## src/rtl/if_fetch_queue_if.sv

```systemverilog
// Fetch-stage bundle: PC/next-PC hookup, instruction-memory request/grant
// channel and the decode-facing valid/ready queue head.
interface if_fetch_queue_if #(
    parameter int N = 32
);
    logic [N-1:0] pc_value;
    logic         pc_advance;
    logic         redirect;
    logic         imem_req;
    logic [N-1:0] imem_addr;
    logic         imem_gnt;
    logic         imem_rvalid;
    logic [N-1:0] imem_rdata;
    logic         out_valid;
    logic [N-1:0] out_instr;
    logic [N-1:0] out_pc;
    logic         out_ready;

    modport master (
        input  pc_value, redirect, imem_gnt, imem_rvalid, imem_rdata, out_ready,
        output pc_advance, imem_req, imem_addr, out_valid, out_instr, out_pc
    );

    modport slave (
        output pc_value, redirect, imem_gnt, imem_rvalid, imem_rdata, out_ready,
        input  pc_advance, imem_req, imem_addr, out_valid, out_instr, out_pc
    );
endinterface

```

## src/rtl/if_fetch_queue.sv

```systemverilog
// Instruction fetch: one outstanding word fetch at a time, responses tagged
// with their PC and buffered in a small FIFO towards decode; redirect flushes.
module if_fetch_queue #(
    parameter int N     = 32,
    parameter int DEPTH = 2
) (
    input  logic               clk,
    input  logic               rst,
    if_fetch_queue_if.master   bus
);
    localparam int PW = (DEPTH > 1) ? $clog2(DEPTH) : 1;
    localparam int CW = PW + 1;

    typedef enum logic [1:0] {
        S_REQ  = 2'd0,
        S_WAIT = 2'd1,
        S_DROP = 2'd2
    } state_t;

    state_t         state_reg;
    logic [N-1:0]   req_pc_reg;
    logic [CW-1:0]  count_reg, count_next;
    logic [PW-1:0]  rd_ptr_reg, rd_ptr_next;
    logic [PW-1:0]  wr_ptr_reg, wr_ptr_next;
    logic [N-1:0]   out_instr_reg, out_instr_next;
    logic [N-1:0]   out_pc_reg, out_pc_next;
    logic [2*N-1:0] mem [DEPTH];

    logic [N-1:0] fetch_addr;
    logic         req;
    logic         grant;
    logic         push;
    logic         pop;

    assign fetch_addr = bus.pc_value & ~N'(3);

    // Space is reserved at request time: a fetch only leaves when a slot is free.
    assign req   = !rst && (state_reg == S_REQ) && (count_reg < CW'(DEPTH)) && !bus.redirect;
    assign grant = req && bus.imem_gnt;
    assign push  = (state_reg == S_WAIT) && bus.imem_rvalid && !bus.redirect;
    assign pop   = (count_reg != '0) && bus.out_ready && !bus.redirect;

    always_comb begin
        rd_ptr_next    = rd_ptr_reg;
        wr_ptr_next    = wr_ptr_reg;
        count_next     = count_reg;
        out_pc_next    = '0;
        out_instr_next = '0;
        if (bus.redirect) begin
            rd_ptr_next = '0;
            wr_ptr_next = '0;
            count_next  = '0;
        end else begin
            if (push) wr_ptr_next = wr_ptr_reg + PW'(1);
            if (pop)  rd_ptr_next = rd_ptr_reg + PW'(1);
            count_next = count_reg + CW'(push) - CW'(pop);
            // New head is either already stored or is the word arriving now.
            if (push && (wr_ptr_reg == rd_ptr_next)) begin
                out_pc_next    = req_pc_reg;
                out_instr_next = bus.imem_rdata;
            end else begin
                {out_pc_next, out_instr_next} = mem[rd_ptr_next];
            end
        end
    end

    always_ff @(posedge clk) begin
        if (push) mem[wr_ptr_reg] <= {req_pc_reg, bus.imem_rdata};
    end

    always_ff @(posedge clk or posedge rst) begin
        if (rst) begin
            state_reg     <= S_REQ;
            req_pc_reg    <= '0;
            count_reg     <= '0;
            rd_ptr_reg    <= '0;
            wr_ptr_reg    <= '0;
            out_instr_reg <= '0;
            out_pc_reg    <= '0;
        end else begin
            count_reg     <= count_next;
            rd_ptr_reg    <= rd_ptr_next;
            wr_ptr_reg    <= wr_ptr_next;
            out_instr_reg <= out_instr_next;
            out_pc_reg    <= out_pc_next;
            case (state_reg)
                S_REQ: begin
                    if (grant) begin
                        state_reg  <= S_WAIT;
                        req_pc_reg <= fetch_addr;
                    end
                end
                S_WAIT: begin
                    if (bus.imem_rvalid)   state_reg <= S_REQ;
                    else if (bus.redirect) state_reg <= S_DROP;
                end
                S_DROP: begin
                    // The stale response must still be absorbed before refetching.
                    if (bus.imem_rvalid) state_reg <= S_REQ;
                end
                default: state_reg <= S_REQ;
            endcase
        end
    end

    assign bus.imem_req   = req;
    assign bus.pc_advance = grant;
    assign bus.imem_addr  = rst ? '0 : fetch_addr;
    assign bus.out_valid  = (count_reg != '0);
    assign bus.out_instr  = out_instr_reg;
    assign bus.out_pc     = out_pc_reg;

    push_into_full: assert property (@(posedge clk) disable iff (rst)
        !(push && (count_reg == CW'(DEPTH))));

endmodule

```

## src/flat_wrapper.sv

```systemverilog
// flat-port wrapper written by rule: the top's interface ports become plain ports
module if_fetch_queue_flat 
#(
    parameter int N     = 32,
    parameter int DEPTH = 2
)
  (clk, rst, bus_pc_value, bus_redirect, bus_imem_gnt, bus_imem_rvalid, bus_imem_rdata, bus_out_ready, bus_pc_advance, bus_imem_req, bus_imem_addr, bus_out_valid, bus_out_instr, bus_out_pc);
  if_fetch_queue_if #(.N(N)) bus_i ();
  input  logic clk;
  input  logic rst;
  input wire logic [$bits(bus_i.pc_value)-1:0] bus_pc_value;
  input wire logic [$bits(bus_i.redirect)-1:0] bus_redirect;
  input wire logic [$bits(bus_i.imem_gnt)-1:0] bus_imem_gnt;
  input wire logic [$bits(bus_i.imem_rvalid)-1:0] bus_imem_rvalid;
  input wire logic [$bits(bus_i.imem_rdata)-1:0] bus_imem_rdata;
  input wire logic [$bits(bus_i.out_ready)-1:0] bus_out_ready;
  output wire logic [$bits(bus_i.pc_advance)-1:0] bus_pc_advance;
  output wire logic [$bits(bus_i.imem_req)-1:0] bus_imem_req;
  output wire logic [$bits(bus_i.imem_addr)-1:0] bus_imem_addr;
  output wire logic [$bits(bus_i.out_valid)-1:0] bus_out_valid;
  output wire logic [$bits(bus_i.out_instr)-1:0] bus_out_instr;
  output wire logic [$bits(bus_i.out_pc)-1:0] bus_out_pc;
  assign bus_i.pc_value = bus_pc_value;
  assign bus_i.redirect = bus_redirect;
  assign bus_i.imem_gnt = bus_imem_gnt;
  assign bus_i.imem_rvalid = bus_imem_rvalid;
  assign bus_i.imem_rdata = bus_imem_rdata;
  assign bus_i.out_ready = bus_out_ready;
  assign bus_pc_advance = bus_i.pc_advance;
  assign bus_imem_req = bus_i.imem_req;
  assign bus_imem_addr = bus_i.imem_addr;
  assign bus_out_valid = bus_i.out_valid;
  assign bus_out_instr = bus_i.out_instr;
  assign bus_out_pc = bus_i.out_pc;
  if_fetch_queue #(.N(N), .DEPTH(DEPTH)) u_core (.clk(clk), .rst(rst), .bus(bus_i));
endmodule
```

## config.mk

```make
export PLATFORM = sky130hd
export DESIGN_NAME = if_fetch_queue_flat
export DESIGN_NICKNAME = d
export VERILOG_FILES = /design/src/rtl/if_fetch_queue_if.sv /design/src/rtl/if_fetch_queue.sv /design/src/flat_wrapper.sv
export SDC_FILE = /design/constraint.sdc
export NUM_CORES = 1
export LEC_CHECK = 0
export ABC_AREA = 1
export ABC_CLOCK_PERIOD_IN_PS = 9600
export CAP_MARGIN = 20
export CORE_ASPECT_RATIO = 1.4
export CORE_MARGIN = 1
export CORE_UTILIZATION = 45
export CTS_CLUSTER_SIZE = 10
export DETAILED_ROUTE_END_ITERATION = 7
export PLACE_DENSITY = 0.7
export SYNTH_ARGS = -nofsm -noshare
export SYNTH_HDL_FRONTEND = slang
export SYNTH_SLANG_ARGS = --single-unit
export TNS_END_PERCENT = 5
```

## constraint.sdc

```tcl
create_clock -name clk -period 9.6 [get_ports clk]
set_input_delay 1.44 -clock clk [delete_from_list [all_inputs] [get_ports clk]]
set_output_delay 1.44 -clock clk [all_outputs]
set_load 0.01 [all_outputs]
```

# Yosys cells after proc, flatten, opt, wreduce, memory -nomap -nowiden
# Memories as Yosys holds them, arrays and structs flattened.
# Cells that the tools add are included.
dict set report totals {
  regBits 100
  latch_bits 0
  ram_bits 124
  rom_bits 0
  in_bits 70
  out_inout_bits 99
  elab_cells 53
  memories 1
}
dict set report op_classes {
  add_sub_neg 4
  mul 0
  div 0
  n_lt_le_gt_ge 1
  n_eq_ne 6
  n_shift 0
  n_mux 18
  bitwise 0
  n_reduce_logical 16
}
# name words word_bits rd rd_ports_with_merged_regs write_ports line
set memory_table {}
lappend memory_table {u_core.mem 2 62 1 0 1 if_fetch_queue.sv:27} ;# logic [2*N-1:0] mem [DEPTH];
# cell count
set ops {}
lappend ops {{$mux 32} 5}
lappend ops {{$mux 2} 5}
lappend ops {{$logic_and 1x1->1} 9}
lappend ops {{$mux 1} 7}
lappend ops {{$pmux 2 s3} 1}
lappend ops {{$ne 2x2->1 const B} 2}
lappend ops {{$reduce_bool 2->1} 2}
lappend ops {{$ne 3x3->1 const B} 1}
lappend ops {{$reduce_and 3->1} 1}
lappend ops {{$add 1x1->1 const B} 2}
lappend ops {{$add 2x1->2} 1}
lappend ops {{$eq 2x1->1 const B} 1}
lappend ops {{$eq 2x2->1 const B} 1}
lappend ops {{$logic_not 1->1} 2}
lappend ops {{$logic_not 2->1} 1}
lappend ops {{$lt 2x2->1 const B} 1}
lappend ops {{$reduce_and 2->1} 1}
lappend ops {{$sub 2x1->2} 1}
lappend ops {{$eq 1x1->1} 1}

# Depth between registers and ports, before layout
# Gate-level depths: netlist (run 1).
dict set report depth {
  word_depth 9
  depth_mapped 12
  mapped_depth_nobuf 10
}

# Least setup slack after synthesis (run 1)
# OpenSTA, ideal clock, no wires.
dict set report synth_timing {
  path_kind {input to output}
  start {in rst}
  end {out bus_pc_advance}
  arrival_time_ns 4.422
  t_required_ns 8.160
  slack_ns 3.738
  cell_stages 6
  path_buffers 1
  path_cell_list {inv_1 > nand3_1 > nor2_1 > nand2_1 > clkbuf_1 > inv_1}
}
dict set report synth_via {
  elab_chain_len 5
}
# element line
set synth_rtl {}
lappend synth_rtl {{start, declared} flat_wrapper.sv:10} ;# input logic rst;
lappend synth_rtl {{$logic_not 1->1} if_fetch_queue.sv:38} ;# assign req = !rst && (state_reg == S_REQ) && (count_reg < CW'(DEPTH)) && !bus.redirect;
lappend synth_rtl {{$logic_and 1x1->1 (3 in a row)} if_fetch_queue.sv:38}
lappend synth_rtl {{via bus_imem_req} flat_wrapper.sv:18} ;# output wire logic [$bits(bus_i.imem_req)-1:0] bus_imem_req;
lappend synth_rtl {{$logic_and 1x1->1} if_fetch_queue.sv:39} ;# assign grant = req && bus.imem_gnt;
lappend synth_rtl {{end, declared} flat_wrapper.sv:17} ;# output wire logic [$bits(bus_i.pc_advance)-1:0] bus_pc_advance;
# The timed path passes the listed nets, and every way through them passes these cells.

# Worst setup path after layout (run 1)
dict set report layout_timing {
  start {in rst}
  end {out bus_pc_advance}
}
dict set report layout_via {
  elab_chain_len 5
}
# element line
set layout_rtl {}
lappend layout_rtl {{$logic_not 1->1} if_fetch_queue.sv:38}
lappend layout_rtl {{$logic_and 1x1->1 (3 in a row)} if_fetch_queue.sv:38}
lappend layout_rtl {{$logic_and 1x1->1} if_fetch_queue.sv:39}
# No other way between the ends.

==> reports/qor.yml, run 1 <==
outcome:
  status: "finished, final reports clean"
clocking:
  cts.sinks: 222
  tritoncts: "built"
  hold_buffers: 0
  cts_setup_buffers: 0
  cts_max_level: 1
  clk_latency_ns: 0.51
  clock_path_buffers: 3
  post_cts_resized: 0
  root_buffer: "clkbuf_16"
  clkTransAtPathRegs_ns: 0.05
  numCtsBuffers: 26
synthesis:
  syn_area_sq_mm: 0.00988
  synthAdderAreaFrac_pct: 0.253
  synth_top_family_by_area: "simple AND/OR/NAND/NOR gates"
  synth_seq_cells: 222
  synth.yosys.warnings: 0
  synth_compound_area_share_pct: 1.67
  muxShareOfSynthArea_pct: 0
  syn-instance-count: 1078
  postSynthAreaPerCell_sq_um: 9.16
  seq_area_frac_synth_pct: 62.5
  synth_area_leaders: "edfxtp_1 38%, dfrtp_1 25%, nand3_1 9.7%, inv_1 8.6%, nand2_1 8.4%"
  synth_simple_gate_area_share_pct: 22.9
  netlist.area_leader.share_pct: 37.7
  yosysTopAreaCell: "edfxtp_1"
  synth_cell_types: 23
  synthXorXnorAreaFrac_pct: 0.177
power_and_ir_drop:
  power_mw: 2.23
  vdd_drop_max_mv: 0.110
  p_clk_share_pct: 39.2
  swShare_pct: 23.6
  p_leak_nw: 5.97
  switchingPower_mw: 0.527
  pwr-share-seq_pct: 49.8
  p_per_area_mw_per_mm2: 180
  comb_power_share_pct: 10.9
  p_int_mw: 1.70
place:
  gp_congestion: 0.731
  portBuffers: 162
  hpwl_um: 12300
timing:
  slew_headroom_pct: 30.4
  drv_slew: 0
  max_freq_mhz: 175
  setup_viol: 0
  grt_setup_unrepaired: "no"
  worstMarginPinSlew_ns: 1.04
  fin_setup_tns_ns: 0
  hold_viol_final: 0
  period_share_pct: 59.6
  period_needed_ns: 5.72
  skew_ns: 0.0105
  hold_slack_ns: 0.496
critical_path:
  slowest_stage: "nand2_2"
  critPathKind: "primary input to output pin"
  cp_common_cell: "clkdlybuf4s50_1"
  start_kind: "primary input"
  crit_chain: "clkdlybuf4s50_1 > inv_4 > nand3_1 > nor2_1 > nand2_2 > inv_1 > clkdlybuf4s50_1"
  critical_path_arrival_ns: 4.28
  crit_fanout: 62
  cpPeakStageDelay_ns: 0.62
  required_ns: 8.16
  critPathTopFamily: "buffers and inverters"
  end_kind: "output pin"
  critical_path_buf_inv_count: 4
route:
  drtIter0Drc: 447
  vias: 7254
  vias_per_cell: 4.76
  ant_nets: 0
  firstDrtPassIters: 5
  drc: 0
  wirelength_um: 22000
  wire_per_inst_um: 14.5
finish:
  syn_to_final_growth_pct: 25.2
  final_layout_size_suffix_gt1_share_pct: 4.39
  nets: 1287
  largest_reg_flops: 124
  antennaDiodeCount: 0
die:
  start_util_pct: 46.2
  die_h_um: 177
  ioPinCount: 169
  core_area_sq_mm: 0.0214
  row_count: 63
  die_area_sq_mm: 0.0226
  dieWidth_um: 127
grt:
  grt_max_degree: 66
  grt_usage_pct: 20.3
  grt_overflow: 0
  grt_pass1_vias: 7132
  antenna_found_initial: 0
  grt_pass1_wl_um: 36000
flow_run:
  cap_viol_max_count: 0
min_path:
  hold_class: "flip-flop to flip-flop"
[worst paths after layout]
| check | slack [ns] | to | from | cells after the start |
|---|---|---|---|---|
| setup / recovery | 3.88 | bus_pc_advance | rst | 7 |
| hold / removal | 0.50 | u_core.mem[0][44] | u_core.req_pc_reg[14] | 0 |
| setup reg to reg | 5.95 | u_core.mem[0][10] | u_core.state_reg[1] | 7 |
| hold reg to reg | 0.50 | u_core.mem[0][44] | u_core.req_pc_reg[14] | 0 |
| max in group asynchronous | 7.08 | u_core.bus.out_instr[17] | rst | 3 |
| min in group asynchronous | 1.42 | u_core.bus.out_pc[20] | rst | 2 |
[cell usage after synthesis]
library cell  instances
nand2_2               3
conb_1                1
inv_2                 2
nor2_8                1
nand2_1             222
xnor2_1               1
o21ai_0              32
a21oi_1               1
buf_1                 5
clkbuf_1             16
buf_6                 7
nor2_1              101
nand3_2               3
ha_1                  2
buf_4                11
nor3_1                1
edfxtp_1            124
dfrtp_1              98
buf_2                26
inv_1               227
nand2_4               1
xor2_1                1
nand3_1             192
[cell usage in the layout (no fill, tap or decap)]
master / netlist / routed
nand2_2: 3 / 5
clkbuf_1: 16 / 16
nor3_1: 1 / 1
xor2_1: 1 / 1
a21oi_1: 1 / 1
buf_4: 11 / 9
inv_1: 227 / 226
o21ai_0: 32 / 32
nor2_1: 101 / 98
inv_6: 0 / 1
inv_4: 0 / 1
nor2_8: 1 / 1
inv_2: 2 / 2
ha_1: 2 / 2
dfrtp_1: 98 / 98
clkbuf_16: 0 / 27
xnor2_1: 1 / 1
nand3_1: 192 / 191
clkdlybuf4s50_1: 0 / 162
nand2_4: 1 / 1
nand3_4: 0 / 2
nor2_4: 0 / 3
nand2_1: 222 / 220
nand3_2: 3 / 2
edfxtp_1: 124 / 124
conb_1: 1 / 4
[worst reg2reg max path: stages, from the launching register on]
cell	delay, ns
dfrtp_1	0.40
nor2_1	0.15
nand2_1	0.12
nor2_4	0.46
buf_4	0.60
inv_1	0.25
nor2_4	0.70
buf_4	0.58
[stage by stage]
| step | std cells | utilization (%) | cell area (sq um) | setup WS (ns) |
|---|---|---|---|---|
| after CTS | 1523 | 57.9 | 12400 | 3.82 |
| after global routing | 1523 | 57.9 | 12400 | 3.60 |
| after detailed placement | 1479 | 54.4 | 11600 | 3.82 |
| final | 1523 | 57.9 | 12400 | 3.88 |
| after global placement | 1479 | 54.4 | 11600 | 3.86 |
| after floorplan | 1081 | - | 9890 | 3.74 |
[cell type report]
class / count / area (sq um)
Multi-Input combinational cell: 565 / 2530
Clock buffer: 43 / 736
Clock inverter: 1 / 8.76
Fill cell: 1827 / 9000
Tap cell: 292 / 365
Sequential cell: 222 / 6180
Timing Repair Buffer: 171 / 1690
Inverter: 229 / 862
[layer usage]
metal  part of all wire (%)  wire, um  vias up  GRT usage (%)
met4                    2.6       563        0           7.29
met5                      0         0        -              0
met2                     52     11400      221           37.6
met3                    5.2      1150       43           2.72
met1                     40      8880     3388           23.8
li1                       -         -     3602              -
[cells by family after synthesis]
family          after synthesis
compound gates               33
xor+xnor                      2
fa+ha+maj                     2
buf+inv                     294
flops                       222
other cells                   1
simple gates                524
[power groups by stage]
stage	registers [mW]	clock network, mW	logic, mW
2_1_floorplan	1.13	0	0.131
3_3_place_gp	1.12	0	0.239
3_5_place_dp	1.13	0	0.245
4_1_cts	1.11	0.896	0.247
5_1_grt	1.12	0.935	0.275
6_report	1.11	0.874	0.243
Power figures use the tool's default switching activity.
==> run 2: changes to the inputs <==
- ABC_CLOCK_PERIOD_IN_PS: 9600 -> 5500
- clock period: 9.6 -> 5.5 ns (I/O delays scaled with it)
==> run 2 against run 1 <==
Count of clock-buffer cells in the layout up 4; first-iteration DRC count is 10% lower; largest cell class unchanged; critical endpoint unchanged; power increased by 76%.
==> reports/qor.yml, run 2 (synthesized netlist as in run 1, its figures left out) <==
power_and_ir_drop:
  p_clk_share_pct: 39.6
  vdd_drop_max_mv: 0.214
  p_int_mw: 3.00
  p_leak_nw: 6.02
  comb_power_share_pct: 10.8
  swShare_pct: 23.2
  switchingPower_mw: 0.909
  pwr-share-seq_pct: 49.5
  p_per_area_mw_per_mm2: 314
  power_mw: 3.91
timing:
  slew_headroom_pct: 44.2
  period_needed_ns: 3.67
  period_share_pct: 66.7
  skew_ns: 0.00705
  hold_slack_ns: 0.495
  setup_viol: 0
  worstMarginPinSlew_ns: 0.836
  max_freq_mhz: 273
  hold_viol_final: 0
  drv_slew: 0
  fin_setup_tns_ns: 0
  finalWorstSetupSlack_ns: 1.83
  grt_setup_unrepaired: "no"
grt:
  grt_usage_pct: 20.4
  antenna_found_initial: 0
  grt_max_degree: 65
  grt_pass1_wl_um: 36000
  grt_pass1_vias: 6980
  grt_overflow: 0
critical_path:
  r2r_cells: 9
  cp_common_cell: "clkdlybuf4s50_1"
  timing.reg2reg.setup_slack_ns: 2.93
  r2r_end: "u_core.bus.out_pc[20]"
  start_kind: "primary input"
  critical_path_buf_inv_count: 4
  critical_path_arrival_ns: 2.84
  crit_cells: 7
  crit_fanout: 38
  cpPeakStageDelay_ns: 0.52
  critPathKind: "primary input to output pin"
  worstSetupEndpoint: "bus_pc_advance"
  slowest_stage: "clkdlybuf4s50_1"
  required_ns: 4.68
  end_kind: "output pin"
  startpoint: "rst"
  crit_chain: "clkdlybuf4s50_1 > inv_4 > nand3_1 > nor2_1 > nand2_2 > inv_1 > clkdlybuf4s50_1"
  r2r-start: "u_core.count_reg[1]"
  critPathTopFamily: "buffers and inverters"
clocking:
  hold_buffers: 0
  post_cts_resized: 0
  cts_max_level: 1
  cts_setup_buffers: 0
  clock_path_buffers: 3
  clk_latency_ns: 0.51
  clkTransAtPathRegs_ns: 0.05
  cts.sinks: 222
  numCtsBuffers: 26
  tritoncts: "built"
  root_buffer: "clkbuf_16"
finish:
  layout_common_cells: "226 x inv_1, 220 x nand2_1, 191 x nand3_1, 162 x clkdlybuf4s50_1, 124 x edfxtp_1"
  nets: 1293
  layout_commonest_cell: "inv_1"
  regArea_sq_mm: 0.00618
  fill_cells: 1774
  antennaDiodeCount: 0
  syn_to_final_growth_pct: 26.1
  final_layout_size_suffix_gt1_share_pct: 5.00
  largest_reg_flops: 124
  multiInputGateArea_sq_mm: 0.00253
flow_run:
  cap_viol_max_count: 0
route:
  wl_met1_um: 9310
  vias_per_cell: 4.69
  met3_length_um: 1080
  wire_per_inst_um: 14.3
  top_layer: "met4"
  firstDrtPassIters: 4
  ant_nets: 0
  drc: 0
  wirelength_um: 22000
  wl_met2_um: 11100
  drtIter0Drc: 401
  vias: 7183
place:
  hpwl_um: 12300
  dp_slack_ns: 1.63
  gp_congestion: 0.706
  portBuffers: 162
die:
  row_count: 63
  start_util_pct: 46.2
  ioPinCount: 169
  core_area_sq_mm: 0.0214
  dieWidth_um: 127
  die_area_sq_mm: 0.0226
  die_h_um: 177
min_path:
  hold_class: "flip-flop to flip-flop"
outcome:
  status: "finished, final reports clean"
## run 2: cell types whose count changed in the layout (fill, tap and decap cells not counted)
cell      delta
buf_4        +5
clkbuf_1     +2
clkbuf_8     +2
buf_12       +1
clkinv_2     +1
inv_6        -1
## run 2: how the worst min path moves through the flow
stage | from | endpoint | slack, ns | cells after the start
2_1_floorplan | u_core.req_pc_reg[2] | u_core.mem[0][32] | 0.46 | 0
3_3_place_gp | u_core.req_pc_reg[23] | u_core.mem[0][53] | 0.47 | 0
3_5_place_dp | u_core.req_pc_reg[21] | u_core.mem[1][51] | 0.48 | 0
4_1_cts | u_core.req_pc_reg[21] | u_core.mem[0][51] | 0.49 | 0
5_1_grt | u_core.req_pc_reg[7] | u_core.mem[0][37] | 0.50 | 0
6_report | u_core.req_pc_reg[21] | u_core.mem[0][51] | 0.50 | 0
## run 2: layout make-up
| cell class | count | share of cell area, % |
|---|---|---|
| flip-flops and latches | 222 | 49.6 |
| multi-input cells | 565 | 20.3 |
| repair buffers | 177 | 14.0 |
| inverters | 229 | 6.92 |
| clock buffers | 47 | 6.19 |
| well taps | 292 | 2.93 |
| clock inverters | 1 | 0.0402 |
## run 2: routing by layer
metal	global-route usage (%)	vias to the layer above
met2	37.3	203
met3	2.78	36
li1	-	3606
met5	0	-
met4	6.65	0
met1	24.7	3338
## run 2: metrics by stage
stage | instances | instance area [sq um] | util (%)
3_5_place_dp | 1485 | 11700 | 54.7
6_report | 1533 | 12500 | 58.3
5_1_grt | 1533 | 12500 | 58.3
4_1_cts | 1533 | 12500 | 58.3
3_3_place_gp | 1485 | 11700 | 54.7
2_1_floorplan | 1081 | 9890 | -
## run 2: worst register-to-register path, stage by stage, from the launching register on
cell and delay (ns):
dfrtp_1 0.38, inv_2 0.06, nand2_2 0.14, nand2_2 0.10
nand2_2 0.53, nand3_1 0.25, nand2_4 0.65, nand3_1 0.18
nand2_1 0.12, nor2_1 0.06
## run 2: power by group through the flow
stage	Clock [mW]	Sequential (mW)	Combinational [mW]
final	1.55	1.94	0.423
after detailed placement	0	1.97	0.427
after floorplan	0	1.97	0.229
after global placement	0	1.96	0.419
after CTS	1.58	1.94	0.430
after global routing	1.66	1.95	0.481
